[src/rtl/pwm_sample_player.sv]
// rtl/pwm_sample_player.sv - sample FIFO feeding a one-sample-per-period PWM DAC driver
module pwm_sample_player #(
    parameter int WIDTH      = 8,
    parameter int FIFO_DEPTH = 4,
    parameter int PRESCALE   = 1,
    parameter int REPEAT     = 1
) (
    input  logic                          clk,
    input  logic                          rst,
    input  logic                          en,
    input  logic [WIDTH-1:0]              sample_in,
    input  logic                          sample_valid,
    output logic                          sample_ready,
    output logic                          pwm_out,
    output logic                          period_start,
    output logic                          underrun,
    output logic [$clog2(FIFO_DEPTH):0]   fifo_level,
    output logic                          playing
);

    localparam int AW = $clog2(FIFO_DEPTH);
    localparam int LW = AW + 1;
    localparam int PW = $clog2(PRESCALE + 1);
    localparam int RW = $clog2(REPEAT + 1);

    localparam logic [WIDTH-1:0] CNT_MAX  = {WIDTH{1'b1}};
    localparam logic [PW-1:0]    PRE_LAST = PW'(PRESCALE - 1);
    localparam logic [RW-1:0]    REP_LAST = RW'(REPEAT - 1);
    localparam logic [LW-1:0]    LVL_FULL = LW'(FIFO_DEPTH);

    typedef enum logic [1:0] {
        S_IDLE  = 2'd0,
        S_PLAY  = 2'd1,
        S_DRAIN = 2'd2
    } state_t;

    state_t r_state;
    state_t w_state_nxt;

    logic [WIDTH-1:0] r_mem [FIFO_DEPTH];
    logic [AW-1:0]    r_wr_ptr;
    logic [AW-1:0]    r_rd_ptr;
    logic [LW-1:0]    r_level;
    logic [WIDTH-1:0] r_duty;
    logic [WIDTH-1:0] r_cnt;
    logic [PW-1:0]    r_pre;
    logic [RW-1:0]    r_rep;
    logic             r_pwm;
    logic             r_period_start;
    logic             r_underrun;

    logic w_active;
    logic w_tick;
    logic w_period_end;
    logic w_push;
    logic w_has_data;
    logic w_pop;
    logic w_start;
    logic w_underrun;
    logic w_rep_inc;
    logic w_rep_clr;

    assign w_active     = (r_state != S_IDLE);
    assign w_tick       = w_active && (r_pre == PRE_LAST);
    assign w_period_end = w_tick && (r_cnt == CNT_MAX);
    assign w_has_data   = (r_level != '0);
    assign sample_ready = (r_level != LVL_FULL);
    assign w_push       = sample_valid && sample_ready;

    assign fifo_level   = r_level;
    assign playing      = w_active;
    assign pwm_out      = r_pwm;
    assign period_start = r_period_start;
    assign underrun     = r_underrun;

    // State register
    always_ff @(posedge clk) begin
        if (rst) begin
            r_state <= S_IDLE;
        end else begin
            r_state <= w_state_nxt;
        end
    end

    // Next-state: start on data, stop only at a period boundary
    always_comb begin
        w_state_nxt = r_state;
        case (r_state)
            S_IDLE: begin
                if (en && w_has_data) begin
                    w_state_nxt = S_PLAY;
                end
            end
            S_PLAY: begin
                if (w_period_end) begin
                    if ((r_rep >= REP_LAST) && !en) begin
                        w_state_nxt = S_IDLE;
                    end
                end else if (!en) begin
                    w_state_nxt = S_DRAIN;
                end
            end
            S_DRAIN: begin
                if (w_period_end) begin
                    w_state_nxt = S_IDLE;
                end else if (en) begin
                    w_state_nxt = S_PLAY;
                end
            end
            default: w_state_nxt = S_IDLE;
        endcase
    end

    // Control outputs: pop/replay/underrun decisions made at period boundaries
    always_comb begin
        w_pop      = 1'b0;
        w_start    = 1'b0;
        w_underrun = 1'b0;
        w_rep_inc  = 1'b0;
        w_rep_clr  = 1'b0;
        case (r_state)
            S_IDLE: begin
                if (en && w_has_data) begin
                    w_pop     = 1'b1;
                    w_start   = 1'b1;
                    w_rep_clr = 1'b1;
                end
            end
            S_PLAY: begin
                if (w_period_end) begin
                    if (r_rep < REP_LAST) begin
                        w_rep_inc = 1'b1;
                        w_start   = 1'b1;
                    end else if (en) begin
                        w_start   = 1'b1;
                        w_rep_clr = 1'b1;
                        if (w_has_data) begin
                            w_pop = 1'b1;
                        end else begin
                            w_underrun = 1'b1;
                        end
                    end
                end
            end
            default: ;
        endcase
    end

    // Sample storage; contents need no reset since the pointers are flushed
    always_ff @(posedge clk) begin
        if (w_push) begin
            r_mem[r_wr_ptr] <= sample_in;
        end
    end

    // FIFO pointers and occupancy
    always_ff @(posedge clk) begin
        if (rst) begin
            r_wr_ptr <= '0;
            r_rd_ptr <= '0;
            r_level  <= '0;
        end else begin
            if (w_push) begin
                r_wr_ptr <= r_wr_ptr + AW'(1);
            end
            if (w_pop) begin
                r_rd_ptr <= r_rd_ptr + AW'(1);
            end
            case ({w_push, w_pop})
                2'b10:   r_level <= r_level + LW'(1);
                2'b01:   r_level <= r_level - LW'(1);
                default: r_level <= r_level;
            endcase
        end
    end

    // Duty register loads the FIFO head on each pop; otherwise held (replay/underrun)
    always_ff @(posedge clk) begin
        if (rst) begin
            r_duty <= '0;
        end else if (w_pop) begin
            r_duty <= r_mem[r_rd_ptr];
        end
    end

    // Prescaler and period counter; both parked at zero while idle
    always_ff @(posedge clk) begin
        if (rst || !w_active) begin
            r_pre <= '0;
            r_cnt <= '0;
        end else if (w_tick) begin
            r_pre <= '0;
            r_cnt <= r_cnt + WIDTH'(1);
        end else begin
            r_pre <= r_pre + PW'(1);
        end
    end

    // Repeat counter: periods already played with the current duty
    always_ff @(posedge clk) begin
        if (rst || w_rep_clr) begin
            r_rep <= '0;
        end else if (w_rep_inc) begin
            r_rep <= r_rep + RW'(1);
        end
    end

    // Registered PWM comparator and status pulses
    always_ff @(posedge clk) begin
        if (rst) begin
            r_pwm          <= 1'b0;
            r_period_start <= 1'b0;
            r_underrun     <= 1'b0;
        end else begin
            r_pwm          <= w_active && (r_cnt < r_duty);
            r_period_start <= w_start;
            r_underrun     <= w_underrun;
        end
    end

endmodule

[config.mk]
export PLATFORM = sky130hd
export DESIGN_NAME = pwm_sample_player
export DESIGN_NICKNAME = d
export VERILOG_FILES = /design/src/rtl/pwm_sample_player.sv
export SDC_FILE = /design/constraint.sdc
export NUM_CORES = 1
export LEC_CHECK = 0
export BUFFER_PORTS_ARGS = -buffer_cell sky130_fd_sc_hd__buf_2
export CAP_MARGIN = 10
export CORE_ASPECT_RATIO = 0.8
export CORE_MARGIN = 3
export CORE_UTILIZATION = 50
export DETAILED_ROUTE_END_ITERATION = 16
export GPL_TIMING_DRIVEN = 0
export PLACE_DENSITY = 0.75
export SETUP_SLACK_MARGIN = 0.5
export SLEW_MARGIN = 40
export SYNTH_ARGS = -nofsm -noshare
export SYNTH_HDL_FRONTEND = slang
export SYNTH_SLANG_ARGS = --single-unit
[constraint.sdc]
create_clock -name clk -period 3 [get_ports clk]
set_input_delay 0.45 -clock clk [delete_from_list [all_inputs] [get_ports clk]]
set_output_delay 0.45 -clock clk [all_outputs]
set_load 0.02 [all_outputs]
# After elaboration in Yosys (flattened, before gate mapping)
# Memory sizes are Yosys's and may differ from the RTL's. A register that Yosys moved wholly into a read port is not among the register bits.
# Cells that the tools add are included.
# op_classes
add_sub_neg,7
order_cmp,3
eq_ne,10
muxes,27
n_bitwise,4
n_reduce_logical,17
# op_table
cell,n
$mux W1,16
$mux W2,6
$ne A3 B3 Y1 const B,4
$add A8 B1 Y8 const B,1
$eq A8 B8 Y1 const B,1
$lt A8 B8 Y1,1
$logic_and A1 B1 Y1,6
$pmux W1 S2,3
$pmux W2 S3,1
$pmux W3 S2,1
$reduce_or A5 Y1,1
$add A2 B1 Y2 const B,2
$eq A2 B1 Y1 const B,2
$eq A2 B2 Y1 const B,2
$not A1 Y1,4
$reduce_and A4 Y1,1
$reduce_bool A2 Y1,2
$add A3 B1 Y3 const B,1
$reduce_bool A3 Y1,1
$sub A3 B1 Y3 const B,1
$add A1 B1 Y1 const B,2
$logic_not A1 Y1,2
$logic_not A2 Y1,1
$logic_or A1 B1 Y1,2
other kinds (4),4
# totals
register_bits,22
mem_bits_rw,32
wordCells,79
memories,1
# mem_list
name,words,width,rd,rd_ports_with_merged_regs,wr,line,source
r_mem,4,8,1,1,1,40,logic [WIDTH-1:0] r_mem [FIFO_DEPTH];

# Logic depth before layout (Yosys ltp)
# Gate-level depths: netlist of the first run.
# logic_depth
ltp_word,8
depth_mapped,11
ltp_nobuf,10

# Least setup slack after synthesis of the first run
# No wires, ideal clock.
# synth_path
path_kind,reg-to-reg
from,register r_level[2] (netlist: fifo_level[2])
to,register r_level[2] (netlist: fifo_level[2])
setup_ns,0.070
arrival_time_ns,2.446
required_ns,2.930
slack_ns,0.483
path_stages_with_launch,10
period_less_slack_ns,2.517
cell_sequence,dfxtp_1 or3b_1 and2_1 inv_1 ha_1 inv_1 fa_1 xor2_1 or3_1 a21oi_1
# synth_between
elab_cells_between_ends,16
# synth_lines
item,line,source
"start, declared",43,logic [LW-1:0] r_level;
"start signal, assigned",170,2'b10: r_level <= r_level + LW'(1);
"start signal, assigned",171,2'b01: r_level <= r_level - LW'(1);
"start signal, assigned",172,default: r_level <= r_level;
$ne A3 B3 Y1 (*),67,assign sample_ready = (r_level != LVL_FULL);
named net sample_ready,13,"output logic sample_ready,"
$logic_and A1 B1 Y1 (*),68,assign w_push = sample_valid && sample_ready;
$eq A2 B1 Y1 / $eq A2 B2 Y1 (equally long branches),169,"case ({w_push, w_pop})"
$pmux W3 S2 / $reduce_bool A2 Y1 (equally long branches),-,
# The timed path passes the listed nets; every way through them passes the cells marked *.
# A chain may end at the register's enable or synchronous reset.

# Final worst setup path of the first run
# layout_path
from,register r_cnt[1]
to,register r_level[2] (netlist: fifo_level[2])
# layout_between
elab_chain_cells,6
elab_cells_between_ends,8
# layout_rtl
item,line,source
"start, declared",45,logic [WIDTH-1:0] r_cnt;
"start signal, assigned",193,r_cnt <= r_cnt + WIDTH'(1);
$eq A8 B8 Y1 (*),65,assign w_period_end = w_tick && (r_cnt == CNT_MAX);
$logic_and A1 B1 Y1 (*),65,
$mux W1 (*),130,if (w_period_end) begin
$pmux W1 S2 (*),121,case (r_state)
named net w_pop,57,logic w_pop;
$eq A2 B1 Y1 / $eq A2 B2 Y1 (equally long branches),169,
$pmux W3 S2 / $reduce_bool A2 Y1 (equally long branches),-,
# Marks and branches as above.

==> results of run 1 <==
[final cells by class]
class                      instances  area (um^2)  share of cell area, %
sequential                        61         1553                  49.05
inverter                          16        60.06                  1.897
tap                               62        77.57                  2.451
clock inverter                     6        87.58                  2.767
timing repair buffer              26        147.6                  4.664
multi-input combinational        131         1070                  33.79
buffer                             8        42.54                  1.344
clock buffer                      10        127.6                  4.032
[power groups by stage]
stage	Sequential, mW	Clock, mW	Combinational (mW)
floorplan	1.08	0	0.442
finish	1.05	0.773	0.684
global route	1.07	0.827	0.765
CTS	1.05	0.788	0.637
detailed placement	1.07	0	0.609
global placement	1.07	0	0.601
[cells in the final DEF, fill, tap and decap left out, types with 3 or more instances in the layout]
cell type / instances
mux4_2: 8
a21o_1: 3
and3_1: 4
nand3_1: 10
buf_4: 7
o21ai_0: 13
nor2_1: 16
edfxtp_1: 32
dfxtp_2: 6
clkbuf_8: 9
clkbuf_1: 3
ha_1: 11
nand2_1: 4
dfxtp_1: 22
a21oi_1: 15
nor3_1: 3
buf_2: 23
inv_1: 14
xnor2_1: 6
nor4_1: 4
[cells by family after synthesis]
| kind of cell | Yosys count |
|---|---|
| XOR/XNOR | 9 |
| AND/OR/NAND/NOR | 60 |
| multiplexers | 9 |
| other | 1 |
| flip-flops | 61 |
| buffers and inverters | 24 |
| AO/OA/AOI/OAI | 38 |
| adder cells (fa/ha/maj) | 14 |
[per-stage QoR]
step                      instances  hold slack (ns)  setup slack (ns)  area, um^2
after floorplan                 216           0.4540            0.5628        2648
after global placement          297           0.4661            0.3756        2820
after detailed placement        297           0.4701            0.2971        2820
after CTS                       316           0.2828            0.5237        3087
after global routing            320           0.3147            0.4951        3166
final                           320           0.3308            0.5941        3166
[critical path, delay by kind of cell (launching register included)]
family                     cells  cell delay [ns]
xor gates and xnor gates       1             0.16
and+or+nand+nor                3             0.54
adders and majority gates      3             0.64
AOI/OAI and AO/OA              2             0.46
buffers and inverters          2             0.17
DFF                            1             0.37
[metal layers]
metal  track usage [%]  wire [um]  vias to the layer above
met4             5.111         46                        0
met2             25.33       2183                       30
met3             6.636        212                        6
met5                 0          0                        -
li1                  -          -                      859
met1             22.13       2226                      850
[state kept, by name, indices dropped and copies added, names as in the netlist, 2 cells and up]
name,cells
r_mem,32
r_cnt,8
r_duty,8
fifo_level,3
r_rd_ptr,2
r_state,2
r_wr_ptr,2
[Yosys cell counts (all sizes together) (5+ instances only)]
cell / number
a21oi: 16
ha: 13
dfxtp: 29
nand3: 10
o21ai: 13
inv: 16
nor2: 17
mux4: 8
xnor2: 6
edfxtp: 32
buf: 5
[final timing paths]
check | startpoint | endpoint | slack, ns | depth (start not counted)
max | r_cnt[1] | fifo_level[2] | 0.59 | 11
min reg2reg | r_duty[5] | r_duty[5] | 0.48 | 2
max reg2reg | r_cnt[1] | fifo_level[2] | 0.59 | 11
min | en | r_state[1] | 0.33 | 2
[timing repair]
item / CTS / global route
resized for setup: 9 / 17
setup buffers: 3 / 4
endpoints found under the setup margin: 1 / 1
pin swaps: 3 / 7
==> run summary, run 1 <==
Yosys top cell area share - 36.33%
Final Total Pwr - 2.512 mW
Final Slew Violations - 0
CTS Hold Bufs - 0
Synth Instances - 216
slowest cell on the critical path - dfxtp_4
GRT Util Overall - 16.69%
Logic pwr share - 27.2%
Slew headroom - 57.89%
syn nets - 242
Die Y - 71.06 um
YS warnings - 0
cell-internal power - 1.769 mW
crit-path max FO - 4
area share of xor/xnor cells in the synthesized design - 2.980%
final setup TNS - 0 ns
Post-DRT Antenna Nets - 0
slew of the pin with the lowest slew margin - 0.6278 ns
CTS tree - done
final-report hold violation count - 0
die area - 6204 um^2
slowest stage delay, CP - 0.37 ns
Worst path most repeated cell - ha_4
H-tree levels - 3
RSZ-0062 raised after global routing - false
Synth Area in Compound Gates - 8.325%
HPWL Detailed - 3183 um
Clock Skew - 0.01232 ns
switching share of power - 29.55%
WS Path Type - register to register
worst path cell trace - ha_4 -> nand3b_4 -> o31a_1 -> buf_6 -> nor2_4 -> ha_4 -> inv_2 -> fa_2 -> xor2_2 -> or3_4 -> a21oi_2
initial antenna violation count - 0
largest area contributor in the netlist - edfxtp_1
Total Nets Final - 279
vias in the first global route - 1,665
Residual DRC - 0
share of cells above drive strength 1 - 29.07%
fillcell total - 396
combinational family with the most area after synthesis - simple AND/OR/NAND/NOR gates
routed wire length - 4668 um
Detailed Route Iter0 Violations - 103
status - completed
syn avg cell area - 12.25 um^2
Root Buffer - clkbuf_8
ys flop type - edfxtp_1
Mapped Area - 2645 um^2
synth unique cells - 40
Die X - 87.32 um
Routability Congestion - 0.7135
initial cell density of the core - 52.22%
IO Count - 20
number of synthesized flops with an enable pin - 32
Final Setup Violations - 0
Num CTS Buffers - 9
first-pass detailed-route iteration total - 4
Vias per Instance - 5.453
Clock power frac - 30.8%
grt ovf - 0
Crit. End Element - register
final core utilization - 62.50%
simple-gate share of the synthesized area - 12.58%
post-synthesis mux area share - 7.190%
FMAX - 415.7 MHz
Seq cells post-synth - 61
Critical Path Source Type - register
clk_lat worst skew - 0.33 ns
IR drop worst, VDD - 0.5946 mV
power per cell area - 793.4 nW/um^2
clock slew at reported path FFs - 0.07 ns
Flop pwr share - 42.0%
Tcrit/Tclk final - 80.20%
worst min path class - input port to register
pin count of the biggest net entering global routing - 12
Synth async-reset ratio - 0%
CP Data Arrival Time - 2.67 ns
n_diodes - 0
vias post-DR - 1,745
Leakage - 1.190 nW
Critical Path RT - 3.27 ns
first-pass GRT wire length - 7734 um
core area - 5065 um^2
PortBufs - 19
P&R area growth vs syn - 19.68%
clock tree buffer depth - 2
# rows - 23
part of the Yosys area used for sequential elements - 58.28%
clk sinks - 61
Avg WL per Cell - 14.59 um
NetSw - 0.7423 mW
Synth Area in Adders - 6.906%
synth top area cells - edfxtp_1, dfxtp_1, mux4_2, ha_1, a21oi_1
max cap viols - 0
Final min period - 2.406 ns
No activity file was read; power rests on OpenSTA's default activity.
==> run 2: changes to the inputs <==
==> constraint.sdc (replaced) <==
create_clock -name clk -period 2.25 [get_ports clk]
set_input_delay 0.3375 -clock clk [delete_from_list [all_inputs] [get_ports clk]]
set_output_delay 0.3375 -clock clk [all_outputs]
set_load 0.02 [all_outputs]
==> run summary, run 2 (synthesis results as in run 1) <==
Slew headroom - 61.65% (was 57.89%)
grt ovf - 0 (unchanged)
WL met2 - 2308 um (was 2183 um)
pin count of the biggest net entering global routing - 11 (was 12)
Final Total Pwr - 3.229 mW (was 2.512 mW)
kind of cell adding the most delay to the critical path - simple AND/OR/NAND/NOR gates (was adder cells)
clock tree buffer depth - 2 (unchanged)
Avg WL per Cell - 15.39 um (was 14.59 um)
Finished Layout Cells - 324 (was 320)
CP Data Arrival Time - 2.53 ns (was 2.67 ns)
PnR worst setup slack - -0.01709 ns (was 0.5941 ns)
Met3 Wirelength - 287 um (was 212 um)
fillcell total - 392 (was 396)
leading cell type in the layout, fill and taps excluded - edfxtp_1 (unchanged)
Residual DRC - 0 (unchanged)
FMAX - 441.1 MHz (was 415.7 MHz)
IO Count - 20 (unchanged)
Detailed Route Iter0 Violations - 151 (was 103)
Crit. End Element - register (unchanged)
max reg flops - 32 (unchanged)
crit-path max FO - 5 (was 4)
Die Y - 71.06 um (unchanged)
DR top layer - met4 (unchanged)
initial cell density of the core - 52.22% (unchanged)
placed instance area - 2858 um^2 (was 2820 um^2)
slowest cell on the critical path - dfxtp_2 (was dfxtp_4)
n_diodes - 0 (unchanged)
CTS tree - done (unchanged)
slew of the pin with the lowest slew margin - 0.5752 ns (was 0.6278 ns)
Critical Path Source Type - register (unchanged)
initial antenna violation count - 0 (unchanged)
failing checks - negative setup slack
Tcrit/Tclk final - 100.8% (was 80.20%)
final-report hold violation count - 0 (unchanged)
fin area - 3178 um^2 (was 3166 um^2)
first-pass GRT wire length - 8438 um (was 7734 um)
status - finished, violations left (was completed)
largest register by flop count - r_mem (unchanged)
Num CTS Buffers - 9 (unchanged)
Critical Path RT - 2.52 ns (was 3.27 ns)
worst path cell trace - nand4_1 -> o31a_1 -> buf_6 -> nor2_4 -> ha_4 -> inv_2 -> fa_2 -> xor2_1 -> or3_1 -> a21oi_2 (was ha_4 -> nand3b_4 -> o31a_1 -> buf_6 -> nor2_4 -> ha_4 -> inv_2 -> fa_2 -> xor2_2 -> or3_4 -> a21oi_2)
clk sinks - 61 (unchanged)
WL met1 - 2297 um (was 2226 um)
Buf+Inv Stages, Crit Path - 2 (unchanged)
Post-DRT Antenna Nets - 0 (unchanged)
Vias per Instance - 5.475 (was 5.453)
Cell Count Post-Placement - 297 (unchanged)
Clock Skew - 0.004993 ns (was 0.01232 ns)
Final Setup Violations - 1 (was 0)
RSZ-0062 raised after global routing - true (was false)
share of cells above drive strength 1 - 30.15% (was 29.07%)
most frequent cells in the layout - edfxtp_1, buf_2, dfxtp_1 (unchanged)
WS Path Type - register to register (unchanged)
power per cell area - 1016 nW/um^2 (was 793.4 nW/um^2)
Die X - 87.32 um (unchanged)
first-pass detailed-route iteration total - 4 (unchanged)
P&R area growth vs syn - 20.15% (was 19.68%)
Root Buffer - clkbuf_8 (unchanged)
Total Nets Final - 283 (was 279)
# rows - 23 (unchanged)
clock slew at reported path FFs - 0.06 ns (was 0.07 ns)
PortBufs - 19 (unchanged)
IR drop worst, VDD - 0.6738 mV (was 0.5946 mV)
Final Slew Violations - 0 (unchanged)
max cap viols - 0 (unchanged)
GRT Util Overall - 18.53% (was 16.69%)
slowest stage delay, CP - 0.37 ns (about the same)
worst min path class - input port to register (unchanged)
final core utilization - 62.75% (was 62.50%)
H-tree levels - 3 (unchanged)
HPWL Detailed - 3323 um (was 3183 um)
core area - 5065 um^2 (unchanged)
Final min period - 2.267 ns (was 2.406 ns)
vias in the first global route - 1,792 (was 1,665)
vias post-DR - 1,774 (was 1,745)
clk_lat worst skew - 0.34 ns (was 0.33 ns)
routed wire length - 4985 um (was 4668 um)
die area - 6204 um^2 (unchanged)
Top Registers - r_mem (32), r_cnt (8), r_duty (8) (unchanged)
Routability Congestion - 0.7506 (was 0.7135)
Leakage - 1.195 nW (was 1.190 nW)
[run 2: changes by cell type in the layout (fill, tap and decap cells not counted), sizes merged]
cell | previous run | this run
buf | 32 | 36
bufinv | 2 | 0
clkbuf | 12 | 17
clkinv | 4 | 1
[run 2: stage by stage]
step	setup slack (ns)	hold slack, ns	setup TNS [ns]
4_1_cts	-0.03910	0.2032	-0.03910
3_3_place_gp	-0.1949	0.4653	-0.2554
2_1_floorplan	0.007847	0.4137	0
5_1_grt	-0.1258	0.2062	-0.1258
6_report	-0.01709	0.2183	-0.01709
3_5_place_dp	-0.2127	0.4678	-0.2892
[run 2: worst reg2reg max path, cell delays in order, from the launching register on]
cell and delay (ns):
dfxtp_2 0.37, nand4_1 0.16, o31a_1 0.34, buf_6 0.13, nor2_4 0.09, ha_4 0.15, inv_2 0.04, fa_2 0.33
xor2_1 0.15, or3_1 0.32, a21oi_2 0.13
[run 2: area by class of cell]
type	count	area (um^2)	share of cell area, %
inverter	16	60.06	1.890
multi-input combinational	131	1074	33.78
clock inverter	1	5.005	0.1575
timing repair buffer	30	177.7	5.591
tap	62	77.57	2.441
clock buffer	15	177.7	5.591
sequential	61	1562	49.13
buffer	8	45.04	1.417
[run 2: routing by layer]
metal / track usage (%) / vias up
met5: 0 / -
met4: 8.177 / 0
met3: 7.451 / 11
met2: 27.93 / 46
met1: 23.55 / 852
li1: - / 865
[run 2: worst paths after layout]
kind | start | endpoint | slack (ns) | depth (start not counted)
hold / removal | sample_in[6] | r_mem[2][6] | 0.22 | 1
hold reg to reg | r_duty[1] | r_duty[1] | 0.48 | 2
setup reg to reg | r_cnt[5] | fifo_level[2] | -0.02 | 10
setup / recovery | r_cnt[5] | fifo_level[2] | -0.02 | 10
[run 2: power breakdown]
group          switching, mW  leakage [nW]  internal [mW]
combinational          0.505         0.567          0.422
sequential            0.0897         0.535           1.33
clock                  0.385        0.0929          0.497
[run 2: timing repair]
action / in CTS / in global routing
pin swaps: 6 / 3
hold endpoints to repair: 0 / 0
resized for setup: 7 / 10
setup buffers: 6 / 5
hold buffers: 0 / 0
endpoints found under the setup margin: 3 / 13
cloned: 0 / 0
==> run 3: changes to the inputs <==
--- a/config.mk
+++ b/config.mk
@@ -10,6 +10,7 @@
 export CORE_ASPECT_RATIO = 0.8
 export CORE_MARGIN = 3
 export CORE_UTILIZATION = 50
+export CTS_BUF_LIST = sky130_fd_sc_hd__clkbuf_8
 export DETAILED_ROUTE_END_ITERATION = 16
 export GPL_TIMING_DRIVEN = 0
 export PLACE_DENSITY = 0.75
==> run summary, run 3 (synthesis results as in run 1) <==
Leakage - 1.214 nW (was 1.195 nW)
Routability Congestion - 0.7506 (unchanged)
IO Count - 20 (unchanged)
HPWL Detailed - 3323 um (unchanged)
first-pass GRT wire length - 8452 um (was 8438 um)
grt ovf - 0 (unchanged)
DR top layer - met4 (unchanged)
max reg flops - 32 (unchanged)
Final Setup Violations - 1 (unchanged)
die area - 6204 um^2 (unchanged)
Die X - 87.32 um (unchanged)
Total Nets Final - 283 (unchanged)
Slew headroom - 61.28% (was 61.65%)
power per cell area - 1022 nW/um^2 (was 1016 nW/um^2)
Crit. End Element - register (unchanged)
path depth of the worst reg2reg path - 10 (unchanged)
WHS Path Cells - 1 (unchanged)
Clock Skew - 0.006835 ns (was 0.004993 ns)
final core utilization - 62.85% (was 62.75%)
Detailed Route Iter0 Violations - 163 (was 151)
first-pass detailed-route iteration total - 4 (unchanged)
H-tree levels - 3 (unchanged)
PnR worst setup slack - -0.01346 ns (was -0.01709 ns)
Reg area - 1562 um^2 (unchanged)
final-report hold violation count - 0 (unchanged)
WS Path Type - register to register (unchanged)
Tcrit/Tclk final - 100.6% (was 100.8%)
IR drop worst, VDD - 0.6710 mV (was 0.6738 mV)
worst r2r src - r_cnt[5] (unchanged)
most frequent cells in the layout - edfxtp_1, buf_2, dfxtp_1 (unchanged)
initial antenna violation count - 0 (unchanged)
core area - 5065 um^2 (unchanged)
Final Total Pwr - 3.254 mW (was 3.229 mW)
largest register by flop count - r_mem (unchanged)
WL met2 - 2293 um (was 2308 um)
Num CTS Buffers - 9 (unchanged)
Critical Path Source Type - register (unchanged)
clock slew at reported path FFs - 0.06 ns (about the same)
clk_lat worst skew - 0.34 ns (about the same)
routed wire length - 4988 um (was 4985 um)
Die Y - 71.06 um (unchanged)
GRT Util Overall - 18.55% (was 18.53%)
Post-DRT Antenna Nets - 0 (unchanged)
Hold Crit Start - sample_in[6] (unchanged)
max cap viols - 0 (unchanged)
Avg WL per Cell - 15.40 um (was 15.39 um)
n_diodes - 0 (unchanged)
P&R area growth vs syn - 20.34% (was 20.15%)
Vias per Instance - 5.469 (was 5.475)
RSZ-0062 raised after global routing - true (unchanged)
Critical Path RT - 2.51 ns (was 2.52 ns)
PortBufs - 19 (unchanged)
fillcell total - 392 (unchanged)
vias in the first global route - 1,797 (was 1,792)
CP startpoint - r_cnt[5] (unchanged)
vias post-DR - 1,772 (was 1,774)
failing checks - negative setup slack (unchanged)
hold slack - 0.2201 ns (was 0.2183 ns)
leading cell type in the layout, fill and taps excluded - edfxtp_1 (unchanged)
worst min path class - input port to register (unchanged)
Residual DRC - 0 (unchanged)
share of cells above drive strength 1 - 30.15% (unchanged)
clock tree buffer depth - 2 (unchanged)
slew of the pin with the lowest slew margin - 0.5807 ns (was 0.5752 ns)
WL met1 - 2311 um (was 2297 um)
initial cell density of the core - 52.22% (unchanged)
Final min period - 2.263 ns (was 2.267 ns)
status - finished, violations left (unchanged)
CTS tree - done (unchanged)
Root Buffer - clkbuf_8 (unchanged)
Final Slew Violations - 0 (unchanged)
CP Data Arrival Time - 2.53 ns (about the same)
FMAX - 441.8 MHz (was 441.1 MHz)
Top Registers - r_mem (32), r_cnt (8), r_duty (8) (unchanged)
crit-path max FO - 5 (unchanged)
clk sinks - 61 (unchanged)
# rows - 23 (unchanged)
area of the multi-input gates - 1074 um^2 (unchanged)
Met3 Wirelength - 281 um (was 287 um)
pin count of the biggest net entering global routing - 11 (unchanged)
run 3: final cells by class:
| cell class | count | share of cell area [%] |
|---|---|---|
| clock inverters | 6 | 1.572 |
| flip-flops and latches | 61 | 49.06 |
| clock buffers | 10 | 4.324 |
| multi-input cells | 131 | 33.73 |
| well taps | 62 | 2.437 |
| inverters | 16 | 1.887 |
| plain buffers | 8 | 1.415 |
| repair buffers | 30 | 5.582 |
run 3: path summary, 6_finish.rpt:
| check | to | slack (ns) |
|---|---|---|
| hold / removal | r_mem[1][6] | 0.22 |
| setup reg to reg | fifo_level[2] | -0.01 |
| hold reg to reg | r_duty[1] | 0.48 |
| setup / recovery | fifo_level[2] | -0.01 |
run 3: layer usage:
metal	vias up	global-route usage, %
li1	865	-
met1	847	23.63
met2	47	27.93
met3	13	7.451
met4	0	8.177
met5	-	0
run 3: stage by stage:
step	TNS [ns]	instances	instance area (um^2)	setup slack (ns)
2_1_floorplan	0	216	2685	0.007847
3_3_place_gp	-0.2554	297	2858	-0.1949
3_5_place_dp	-0.2892	297	2858	-0.2127
4_1_cts	-0.03947	319	3122	-0.03947
5_1_grt	-0.1263	324	3183	-0.1263
6_report	-0.01346	324	3183	-0.01346
run 3: what timing repair did:
| action | CTS | global route |
|---|---|---|
| hold buffers | 0 | 0 |
| setup endpoints to repair | 3 | 13 |
| gates resized for setup | 7 | 10 |
| pin swaps | 6 | 3 |
| buffers inserted | 6 | 5 |
run 3: critical path, stage by stage (launching register included):
cell     delay (ns)
dfxtp_2        0.37
nand4_1        0.15
o31a_1         0.33
buf_6          0.13
nor2_4         0.09
ha_4           0.15
inv_2          0.03
fa_2           0.33
xor2_1         0.15
or3_1          0.32
a21oi_2        0.13
run 3: power by group:
group,internal (mW),switching [mW]
sequential,1.33,0.0891
combinational,0.422,0.505
clock,0.523,0.385
total,2.28,0.979
